--- config.mk ---
export PLATFORM = sky130hd
export DESIGN_NAME = miner_job_ctrl
export DESIGN_NICKNAME = d
export VERILOG_FILES = /design/src/rtl/miner_job_ctrl.sv
export SDC_FILE = /design/constraint.sdc
export NUM_CORES = 1
export LEC_CHECK = 0
export ABC_AREA = 1
export CAP_MARGIN = 20
export CORE_UTILIZATION = 52
export DETAILED_ROUTE_END_ITERATION = 10
export PLACE_DENSITY = 0.93
export SYNTH_ARGS = -nofsm -noshare
export SYNTH_HDL_FRONTEND = slang
export SYNTH_SLANG_ARGS = --single-unit
--- constraint.sdc ---
create_clock -name clk -period 3.9 [get_ports clk]
set_clock_uncertainty 0.05 [all_clocks]
set_input_delay 0.975 -clock clk [delete_from_list [all_inputs] [get_ports clk]]
set_output_delay 0.975 -clock clk [all_outputs]
set_load 0.1 [all_outputs]
--- src/rtl/miner_job_ctrl.sv ---
// miner_job_ctrl: job sequencer for the multi-core SHA-256 miner.
// Counts midstate and header-remainder words as they arrive, then sweeps the
// nonce space NUM_CORES nonces per cycle. It latches simultaneous core claims
// and presents them one at a time, lowest core first, until the host responds.
//
// Ports:
//   clk, n_rst          clock, asynchronous active-low reset
//   start_found         new-job marker; overrides everything
//   word_valid          one payload word present this cycle
//   core_claim          per-core candidate flags (SOLVE only)
//   sol_resp_valid      host response strobe
//   sol_resp            01 continue, 10 accept, 11 abort, 00 ignored
//   mid_shift_en        shift word into the midstate register
//   rem_shift_en        shift word into the header-remainder register
//   core_run            cores evaluate nonce_base+i this cycle
//   nonce_base          current sweep base (multiple of NUM_CORES)
//   claim_valid         claim presented to the host
//   claim_core          core index of the presented claim
//   claim_nonce         nonce of the presented claim
//   exhausted           sweep ended with no accepted solution
//   state               IDLE=0 LOAD_MID=1 LOAD_REM=2 SOLVE=3 HALT=4 DONE=5
//   *_state             one-hot decodes of state
module miner_job_ctrl #(
    parameter int unsigned MID_WORDS = 8,
    parameter int unsigned REM_WORDS = 3,
    parameter int unsigned NUM_CORES = 4,
    parameter int unsigned NONCE_W   = 32,
    localparam int unsigned CoreW    = (NUM_CORES > 1) ? $clog2(NUM_CORES) : 1
) (
    input  logic                 clk,
    input  logic                 n_rst,
    input  logic                 start_found,
    input  logic                 word_valid,
    input  logic [NUM_CORES-1:0] core_claim,
    input  logic                 sol_resp_valid,
    input  logic [1:0]           sol_resp,
    output logic                 mid_shift_en,
    output logic                 rem_shift_en,
    output logic                 core_run,
    output logic [NONCE_W-1:0]   nonce_base,
    output logic                 claim_valid,
    output logic [CoreW-1:0]     claim_core,
    output logic [NONCE_W-1:0]   claim_nonce,
    output logic                 exhausted,
    output logic [2:0]           state,
    output logic                 idle_state,
    output logic                 mid_state,
    output logic                 head_state,
    output logic                 solve_state,
    output logic                 halt_state
);

    localparam int unsigned MaxWords = (MID_WORDS > REM_WORDS) ? MID_WORDS : REM_WORDS;
    localparam int unsigned CntW     = $clog2(MaxWords + 1);
    // 2^NONCE_W - NUM_CORES, valid because NUM_CORES is a power of two.
    localparam logic [NONCE_W-1:0] LastBase = ~NONCE_W'(NUM_CORES - 1);

    typedef enum logic [2:0] {
        StIdle    = 3'd0,
        StLoadMid = 3'd1,
        StLoadRem = 3'd2,
        StSolve   = 3'd3,
        StHalt    = 3'd4,
        StDone    = 3'd5
    } state_e;

    state_e               state_q, state_d;
    logic [CntW-1:0]      cnt_q, cnt_d;
    logic [NONCE_W-1:0]   base_q, base_d;
    logic [NUM_CORES-1:0] pend_q, pend_d;
    logic                 exh_q, exh_d;

    logic [CoreW-1:0]     claim_idx;
    logic [NUM_CORES-1:0] pend_after;
    logic                 last_base;

    // Lowest set pending bit wins.
    always_comb begin
        claim_idx = '0;
        for (int i = NUM_CORES - 1; i >= 0; i--) begin
            if (pend_q[i]) claim_idx = CoreW'(i);
        end
    end

    assign pend_after = pend_q & ~(NUM_CORES'(1) << claim_idx);
    assign last_base  = (base_q == LastBase);

    always_comb begin
        state_d = state_q;
        cnt_d   = cnt_q;
        base_d  = base_q;
        pend_d  = pend_q;
        exh_d   = exh_q;

        if (start_found) begin
            state_d = StLoadMid;
            cnt_d   = '0;
            base_d  = '0;
            pend_d  = '0;
            exh_d   = 1'b0;
        end else begin
            case (state_q)
                StLoadMid: begin
                    if (word_valid) begin
                        if (cnt_q == CntW'(MID_WORDS - 1)) begin
                            state_d = StLoadRem;
                            cnt_d   = '0;
                        end else begin
                            cnt_d = cnt_q + 1'b1;
                        end
                    end
                end
                StLoadRem: begin
                    if (word_valid) begin
                        if (cnt_q == CntW'(REM_WORDS - 1)) begin
                            state_d = StSolve;
                            cnt_d   = '0;
                            base_d  = '0;
                        end else begin
                            cnt_d = cnt_q + 1'b1;
                        end
                    end
                end
                StSolve: begin
                    if (|core_claim) begin
                        pend_d  = core_claim;
                        state_d = StHalt;
                    end else if (last_base) begin
                        state_d = StDone;
                        exh_d   = 1'b1;
                    end else begin
                        base_d = base_q + NONCE_W'(NUM_CORES);
                    end
                end
                StHalt: begin
                    if (sol_resp_valid) begin
                        case (sol_resp)
                            2'b01: begin
                                pend_d = pend_after;
                                if (pend_after == '0) begin
                                    // Last claim of this base rejected: resume the sweep.
                                    if (last_base) begin
                                        state_d = StDone;
                                        exh_d   = 1'b1;
                                    end else begin
                                        state_d = StSolve;
                                        base_d  = base_q + NONCE_W'(NUM_CORES);
                                    end
                                end
                            end
                            2'b10, 2'b11: begin
                                pend_d  = '0;
                                state_d = StIdle;
                            end
                            default: ;
                        endcase
                    end
                end
                default: ;
            endcase
        end
    end

    always_ff @(posedge clk or negedge n_rst) begin
        if (!n_rst) begin
            state_q <= StIdle;
            cnt_q   <= '0;
            base_q  <= '0;
            pend_q  <= '0;
            exh_q   <= 1'b0;
        end else begin
            state_q <= state_d;
            cnt_q   <= cnt_d;
            base_q  <= base_d;
            pend_q  <= pend_d;
            exh_q   <= exh_d;
        end
    end

    assign mid_shift_en = (state_q == StLoadMid) && word_valid && !start_found;
    assign rem_shift_en = (state_q == StLoadRem) && word_valid && !start_found;
    assign core_run     = (state_q == StSolve);
    assign nonce_base   = base_q;
    assign claim_valid  = (state_q == StHalt);
    assign claim_core   = claim_idx;
    assign claim_nonce  = base_q + NONCE_W'(claim_idx);
    assign exhausted    = exh_q;
    assign state        = state_q;
    assign idle_state   = (state_q == StIdle);
    assign mid_state    = (state_q == StLoadMid);
    assign head_state   = (state_q == StLoadRem);
    assign solve_state  = (state_q == StSolve);
    assign halt_state   = (state_q == StHalt);

endmodule

==> results of run 1 <==
## synth_stat cells
master    number  area share (%)
a21boi_2       1            0.32
a21oi_1        7            0.99
a22oi_1        2            0.42
buf_1          2            0.21
buf_2          1            0.14
buf_4          6             1.3
buf_6          5             1.6
clkbuf_1      19             2.0
clkinv_1       1            0.11
conb_1         1            0.11
dfrtp_1       42              30
ha_1           4             1.4
inv_1         49             5.2
inv_2          2            0.21
nand2_1      209              22
nand2_2        4            0.71
nand3_1       41             5.8
nand3_2        2            0.56
nand3_4        1            0.49
nand4_1       15             2.6
nor2_1        89             9.4
nor2_2         2            0.35
nor2_4         2            0.64
nor3_1         8             1.1
nor3_4         1            0.46
o21ai_0        7            0.99
o21ai_2       16             4.0
o21bai_1       3            0.64
o22ai_1        5            0.88
or2_2          8             1.4
or3_1          1            0.18
xnor2_1        1            0.25
xor2_1        15             3.7
## cell type report
type / instances / area (um2)
timing repair buffer: 89 / 808
sequential: 42 / 1050
fill: 572 / 2090
tap: 77 / 96.3
inverter: 52 / 195
clock inverter: 1 / 5.00
multi-input combinational: 447 / 2130
clock buffer: 7 / 86.3
## worst max-delay path, stage by stage
cell             delay, ns
clkdlybuf4s50_1       0.58
nor3_1                0.41
buf_12                0.23
## per-layer routing
metal  wire length [um]  share of wire, %
met5                  0                 0
met4                277               2.8
met3                709               7.3
met2               4910                50
met1               3880                40
## flip-flops by register name (all words and copies together) (netlist names)
| signal | cells |
|---|---|
| nonce_base | 30 |
| cnt_q | 4 |
| pend_q | 4 |
| state | 3 |
| exhausted | 1 |
## logic make-up (layout without fill, tap and decap cells)
logic type / after synthesis / in the layout / synth area share (%)
AND/OR/NAND/NOR: 383 / 383 / 45.9
adder cells (fa/ha/maj): 4 / 4 / 1.41
flip-flops: 42 / 42 / 29.7
AO/OA/AOI/OAI: 41 / 41 / 8.19
XOR/XNOR: 16 / 16 / 3.95
other: 1 / 3 / 0.106
buffers and inverters: 85 / 149 / 10.7
## worst min-delay path by stage
stage,end,cells past startpoint,startpoint
2_1_floorplan,cnt_q[1],2,cnt_q[1]
3_3_place_gp,cnt_q[1],2,cnt_q[1]
3_5_place_dp,cnt_q[0],1,cnt_q[0]
4_1_cts,cnt_q[0],1,cnt_q[0]
5_1_grt,cnt_q[0],1,cnt_q[0]
6_report,cnt_q[0],1,cnt_q[0]
## per-stage QoR
step	utilization (%)	setup slack, ns	total power [mW]	instance area (um2)
after global routing	67.7	0.514	2.47	4370
after global placement	66.3	0.556	2.01	4280
after floorplan	-	-0.587	1.84	3560
final	67.7	0.682	2.35	4370
after CTS	67.7	0.678	2.35	4370
after detailed placement	66.3	0.397	2.04	4280
## power by group
part	switching, mW	leakage (nW)	total [mW]	internal, mW
registers	0.0773	0.577	0.559	0.482
logic	1.20	1.41	1.49	0.285
clock network	0.156	0.0482	0.299	0.143
total	1.44	2.04	2.35	0.910
==> impl_metrics.prom, run 1 <==
# TYPE chip_impl_metric gauge
chip_impl_metric{name="cts.repair_timing.setup_buffer_count",unit=""} 0
chip_impl_metric{name="fmax",unit="GHz"} 0.311
chip_impl_metric{name="first_global_vias",unit=""} 3691
chip_impl_metric{name="drc_errors",unit=""} 8
chip_impl_metric{name="number_of_storage_elements_in_the_synthesis_netlist",unit=""} 42
chip_impl_info{name="clock_tree_from_tritoncts",value="done"} 1
chip_impl_metric{name="detailed_place_hpwl",unit="um"} 7490
chip_impl_metric{name="die_w",unit="um"} 84.6
chip_impl_info{name="outcome",value="finished with violations"} 1
chip_impl_metric{name="die_y",unit="um"} 84.6
chip_impl_metric{name="routed-via-count",unit=""} 3875
chip_impl_metric{name="syn_area",unit="um2"} 3540
chip_impl_metric{name="cp_data_arrival_time",unit="ns"} 2.19
chip_impl_metric{name="pwr_density_cell",unit="nW/um2"} 537
chip_impl_metric{name="final_cells",unit=""} 715
chip_impl_metric{name="antenna_violations_before_repair",unit=""} 0
chip_impl_metric{name="tightestPinTransition",unit="ns"} 0.971
chip_impl_metric{name="ios",unit=""} 90
chip_impl_metric{name="max-vdd-ir-drop",unit="uV"} 971
chip_impl_metric{name="timing_hold_violations_final",unit=""} 0
chip_impl_metric{name="avgRoutedWirePerCell",unit="um"} 13.7
chip_impl_metric{name="standard_cell_rows",unit=""} 29
chip_impl_metric{name="ant_diodes",unit=""} 0
chip_impl_metric{name="cts_buffer_depth",unit=""} 2
chip_impl_info{name="worst_r2r_endpoint",value="nonce_base[2]"} 1
chip_impl_metric{name="r2r.worst_path.cells",unit=""} 9
chip_impl_info{name="global_route.peak_usage_layer",value="met2"} 1
chip_impl_metric{name="fp.dieArea",unit="um2"} 7150
chip_impl_metric{name="synthDistinctLibCells",unit=""} 33
chip_impl_metric{name="coreArea",unit="um2"} 6460
chip_impl_metric{name="timing.final.setup_violations",unit=""} 0
chip_impl_info{name="mostFrequentLayoutCells",value="nand2_1, nor2_1, inv_1"} 1
chip_impl_info{name="worst_setup_path_startpoint",value="start_found"} 1
chip_impl_metric{name="met1_demand_to_capacity_share_in_global_routing",unit="%"} 34.4
chip_impl_info{name="most_common_cell_after_layout_fill_and_taps_aside",value="nand2_1"} 1
chip_impl_metric{name="period_share",unit="%"} 82.5
chip_impl_metric{name="max-slew-margin-rel",unit="%"} 35.1
chip_impl_info{name="rr_startpoint",value="state[0]"} 1
chip_impl_metric{name="fin_tns_setup",unit="ns"} 0
chip_impl_metric{name="met3_usage",unit="%"} 4.42
chip_impl_metric{name="dp.cells",unit=""} 707
chip_impl_metric{name="portBuffers",unit=""} 87
chip_impl_metric{name="synth_area_per_cell",unit="um2"} 6.19
chip_impl_metric{name="h-tree-depth",unit=""} 2
chip_impl_info{name="crit_end",value="mid_shift_en"} 1
chip_impl_metric{name="post_cts.resized_instances",unit=""} 0
chip_impl_metric{name="drv_cap",unit=""} 0
chip_impl_metric{name="grt_pass1_wl",unit="um"} 16600
chip_impl_metric{name="synthesis.instances",unit=""} 572
chip_impl_metric{name="path_clk_slew",unit="ns"} 0.08
chip_impl_metric{name="drtAntennaViolNets",unit=""} 0
chip_impl_metric{name="routabilityCongestion",unit=""} 0.972
chip_impl_info{name="capturing_element_type_of_the_critical_path",value="output pin"} 1
chip_impl_metric{name="grtUsageMet2",unit="%"} 51.4
chip_impl_metric{name="cts-hold-fix-buffers",unit=""} 0
chip_impl_metric{name="cts_buffer_count",unit=""} 5
chip_impl_info{name="min-delay-path-class",value="reg2reg"} 1
chip_impl_metric{name="grt_max_degree",unit=""} 47
chip_impl_metric{name="ys_seq_area_share",unit="%"} 29.7
chip_impl_metric{name="drv_slew",unit=""} 0
chip_impl_metric{name="min_period",unit="ns"} 3.22
chip_impl_info{name="setup_repair_after_global_routing_missed_its_margin",value="no"} 1
chip_impl_metric{name="p_leak",unit="nW"} 2.04
chip_impl_info{name="clockRootBuffer",value="clkbuf_8"} 1
chip_impl_metric{name="grt_util_all_layers",unit="%"} 28.5
chip_impl_metric{name="drt_first_pass_iters",unit=""} 10
chip_impl_metric{name="cp_max_fo",unit=""} 10
chip_impl_info{name="crit_type",value="in2out"} 1
chip_impl_metric{name="finish.net_count",unit=""} 652
chip_impl_info{name="start_kind",value="primary input"} 1
chip_impl_metric{name="gr-total-overflow",unit=""} 0
chip_impl_metric{name="fin_worst_hold_slack",unit="ns"} 0.504
chip_impl_info{name="violations",value="DRC"} 1
chip_impl_metric{name="layout-area-overhead-vs-synth",unit="%"} 23.3
chip_impl_metric{name="worst_skew_pair.late_latency",unit="ns"} 0.30
chip_impl_metric{name="timing.critical_path.required",unit="ns"} 2.87
chip_impl_metric{name="viasPerCell",unit=""} 5.42
chip_impl_metric{name="yosys_synthesis_warning_count",unit=""} 0
chip_impl_metric{name="postRouteWirelength",unit="um"} 9770
chip_impl_metric{name="floorplan.initialDensity",unit="%"} 54.9
chip_impl_metric{name="numClockSinks",unit=""} 42
chip_impl_metric{name="drtIter0Drc",unit=""} 373
chip_impl_metric{name="regToRegSetupSlack",unit="ns"} 1.21
chip_impl_metric{name="layout-drive-gt1-share",unit="%"} 14.1
(Power assumes the default switching activity.)
==> run 2: changes to the inputs <==
--- a/config.mk
+++ b/config.mk
@@ -7,9 +7,9 @@
 export LEC_CHECK = 0
 export ABC_AREA = 1
 export CAP_MARGIN = 20
-export CORE_UTILIZATION = 52
+export CORE_UTILIZATION = 50
 export DETAILED_ROUTE_END_ITERATION = 10
-export PLACE_DENSITY = 0.93
+export PLACE_DENSITY = 0.9
 export SYNTH_ARGS = -nofsm -noshare
 export SYNTH_HDL_FRONTEND = slang
 export SYNTH_SLANG_ARGS = --single-unit
==> constraint.sdc (replaced) <==
create_clock -name clk -period 3 [get_ports clk]
set_clock_uncertainty 0.05 [all_clocks]
set_input_delay 0.75 -clock clk [delete_from_list [all_inputs] [get_ports clk]]
set_output_delay 0.75 -clock clk [all_outputs]
set_load 0.1 [all_outputs]
==> run 2 against run 1 <==
- the run now ends clean
- utilization is 2.0 points lower
- clock power grew 50%
- design area rose by 2.6%
- combinational power increased by 33%
- register-to-register slack worse by 0.76 ns
- critical path depth rose by 1
- sequential share of layout area down 0.53 points
- via count increased by 1.8%
- wire length up 0.30%
- setup slack worse by 0.41 ns
- cell count is 3.2% higher
- global-route usage decreased by 1.1 points
- largest cell class unchanged
- largest power group unchanged
- highest routed layer unchanged
==> impl_metrics.prom, run 2 (synthesis gave the netlist of run 1 again) <==
# TYPE chip_impl_metric gauge
chip_impl_metric{name="cp_max_fo",unit=""} 8
chip_impl_metric{name="p_leak",unit="nW"} 2.15
chip_impl_metric{name="dp.cells",unit=""} 730
chip_impl_metric{name="multi_input_gate_area_in_the_final_layout",unit="um2"} 2260
chip_impl_metric{name="layout.cell_area.non_filler",unit="um2"} 4480
chip_impl_metric{name="drv_cap",unit=""} 0
chip_impl_metric{name="die_w",unit="um"} 86.2
chip_impl_metric{name="ios",unit=""} 90
chip_impl_metric{name="final_core_utilization",unit="%"} 65.6
chip_impl_metric{name="drt_first_pass_iters",unit=""} 7
chip_impl_metric{name="coreArea",unit="um2"} 6830
chip_impl_metric{name="numClockSinks",unit=""} 42
chip_impl_metric{name="cts_buffer_count",unit=""} 5
chip_impl_metric{name="portBuffers",unit=""} 87
chip_impl_metric{name="final_critical_path_setup_slack",unit="ns"} 0.269
chip_impl_info{name="mostFrequentLayoutCells",value="nand2_1, nor2_1, buf_4"} 1
chip_impl_metric{name="max-slew-margin-rel",unit="%"} 35.1
chip_impl_info{name="min-delay-path-class",value="reg2reg"} 1
chip_impl_metric{name="drtAntennaViolNets",unit=""} 0
chip_impl_metric{name="placed_cell_area",unit="um2"} 4380
chip_impl_metric{name="drc_errors",unit=""} 0
chip_impl_metric{name="avgRoutedWirePerCell",unit="um"} 13.3
chip_impl_metric{name="h-tree-depth",unit=""} 2
chip_impl_metric{name="flip_flop_count_of_the_largest_register_all_copies_and_words_added",unit=""} 30
chip_impl_metric{name="cts-hold-fix-buffers",unit=""} 0
chip_impl_metric{name="floorplan.initialDensity",unit="%"} 51.9
chip_impl_metric{name="cts_buffer_depth",unit=""} 2
chip_impl_metric{name="layout.filler_cells",unit=""} 614
chip_impl_metric{name="power",unit="mW"} 3.17
chip_impl_metric{name="path_clk_slew",unit="ns"} 0.07
chip_impl_metric{name="min_period",unit="ns"} 2.73
chip_impl_metric{name="detailed_place_hpwl",unit="um"} 7480
chip_impl_metric{name="layout-drive-gt1-share",unit="%"} 23.7
chip_impl_metric{name="final_cells",unit=""} 738
chip_impl_info{name="setup_repair_after_global_routing_missed_its_margin",value="no"} 1
chip_impl_metric{name="period_share",unit="%"} 91.0
chip_impl_metric{name="cts.repair_timing.setup_buffer_count",unit=""} 0
chip_impl_metric{name="worst_skew_pair.late_latency",unit="ns"} 0.30
chip_impl_metric{name="routed-via-count",unit=""} 3943
chip_impl_metric{name="timing_hold_violations_final",unit=""} 0
chip_impl_info{name="most_common_cell_after_layout_fill_and_taps_aside",value="nand2_1"} 1
chip_impl_metric{name="postRouteWirelength",unit="um"} 9800
chip_impl_metric{name="fmax",unit="GHz"} 0.366
chip_impl_metric{name="fp.dieArea",unit="um2"} 7430
chip_impl_metric{name="timing.final.setup_violations",unit=""} 0
chip_impl_info{name="start_kind",value="primary input"} 1
chip_impl_metric{name="first_global_vias",unit=""} 3696
chip_impl_metric{name="routabilityCongestion",unit=""} 0.969
chip_impl_metric{name="fin_worst_hold_slack",unit="ns"} 0.506
chip_impl_metric{name="cp_data_arrival_time",unit="ns"} 1.93
chip_impl_info{name="capturing_element_type_of_the_critical_path",value="output pin"} 1
chip_impl_metric{name="die_y",unit="um"} 86.2
chip_impl_metric{name="standard_cell_rows",unit=""} 30
chip_impl_metric{name="max-vdd-ir-drop",unit="uV"} 1030
chip_impl_metric{name="grt_max_degree",unit=""} 47
chip_impl_metric{name="fin_tns_setup",unit="ns"} 0
chip_impl_metric{name="grt_util_all_layers",unit="%"} 27.4
chip_impl_metric{name="regToRegSetupSlack",unit="ns"} 0.45
chip_impl_info{name="crit_type",value="in2out"} 1
chip_impl_info{name="outcome",value="completed"} 1
chip_impl_metric{name="timing.critical_path.required",unit="ns"} 2.20
chip_impl_info{name="clock_tree_from_tritoncts",value="done"} 1
chip_impl_metric{name="layout-area-overhead-vs-synth",unit="%"} 26.6
chip_impl_metric{name="tightestPinTransition",unit="ns"} 0.974
chip_impl_metric{name="grt_pass1_wl",unit="um"} 16300
chip_impl_metric{name="pwr_density_cell",unit="nW/um2"} 707
chip_impl_metric{name="drv_slew",unit=""} 0
chip_impl_metric{name="ant_diodes",unit=""} 0
chip_impl_metric{name="antenna_violations_before_repair",unit=""} 0
chip_impl_metric{name="gr-total-overflow",unit=""} 0
chip_impl_metric{name="area.sequential",unit="um2"} 1050
chip_impl_metric{name="finish.net_count",unit=""} 656
chip_impl_info{name="clockRootBuffer",value="clkbuf_8"} 1
chip_impl_metric{name="drtIter0Drc",unit=""} 305
chip_impl_metric{name="viasPerCell",unit=""} 5.34
chip_impl_metric{name="dp_slack",unit="ns"} 0.138
chip_impl_metric{name="post_cts.resized_instances",unit=""} 0
run 2: cell types whose count changed in the layout (fill, tap and decap cells not counted), sizes merged:
cell           before  now
buf                42   84
bufinv              0    1
clkdlybuf4s50      47    9
clkinv              2    1
clkinvlp            0    1
inv                51   50
run 2: worst max-delay path, stage by stage:
cell and delay, ns:
clkdlybuf4s50_1 0.49, buf_4 0.21, nor3_2 0.26, buf_12 0.21
run 2: area by class of cell:
class / count / area share [%]
clock buffer: 7 / 1.70
clock inverter: 1 / 0.670
inverter: 52 / 4.44
multi-input combinational: 447 / 50.4
sequential: 42 / 23.5
tap: 96 / 2.68
timing repair buffer: 93 / 16.6
run 2: report_power, final:
part           leakage [nW]  switching [mW]  total, mW  internal (mW)
Combinational          1.52            1.58       1.98          0.404
Clock                0.0524           0.199      0.449          0.249
Sequential            0.573           0.108      0.740          0.631
Total                  2.15            1.89       3.17           1.28
run 2: final timing paths:
| path | from | endpoint | cells past startpoint |
|---|---|---|---|
| worst max-delay path | start_found | rem_shift_en | 4 |
| worst min-delay path | cnt_q[1] | cnt_q[1] | 2 |
| worst max register to register | nonce_base[2] | nonce_base[13] | 10 |
| worst min register to register | cnt_q[1] | cnt_q[1] | 2 |
| max in group asynchronous | n_rst | state[1] | 1 |
| min in group asynchronous | n_rst | nonce_base[18] | 1 |
run 2: layer usage:
layer / up-vias / share of wire, % / track usage, %
li1: 1903 / - / -
met1: 1841 / 41 / 32.8
met2: 170 / 50 / 48.9
met3: 29 / 5.9 / 3.71
met4: 0 / 2.8 / 12.3
met5: - / 0 / 0
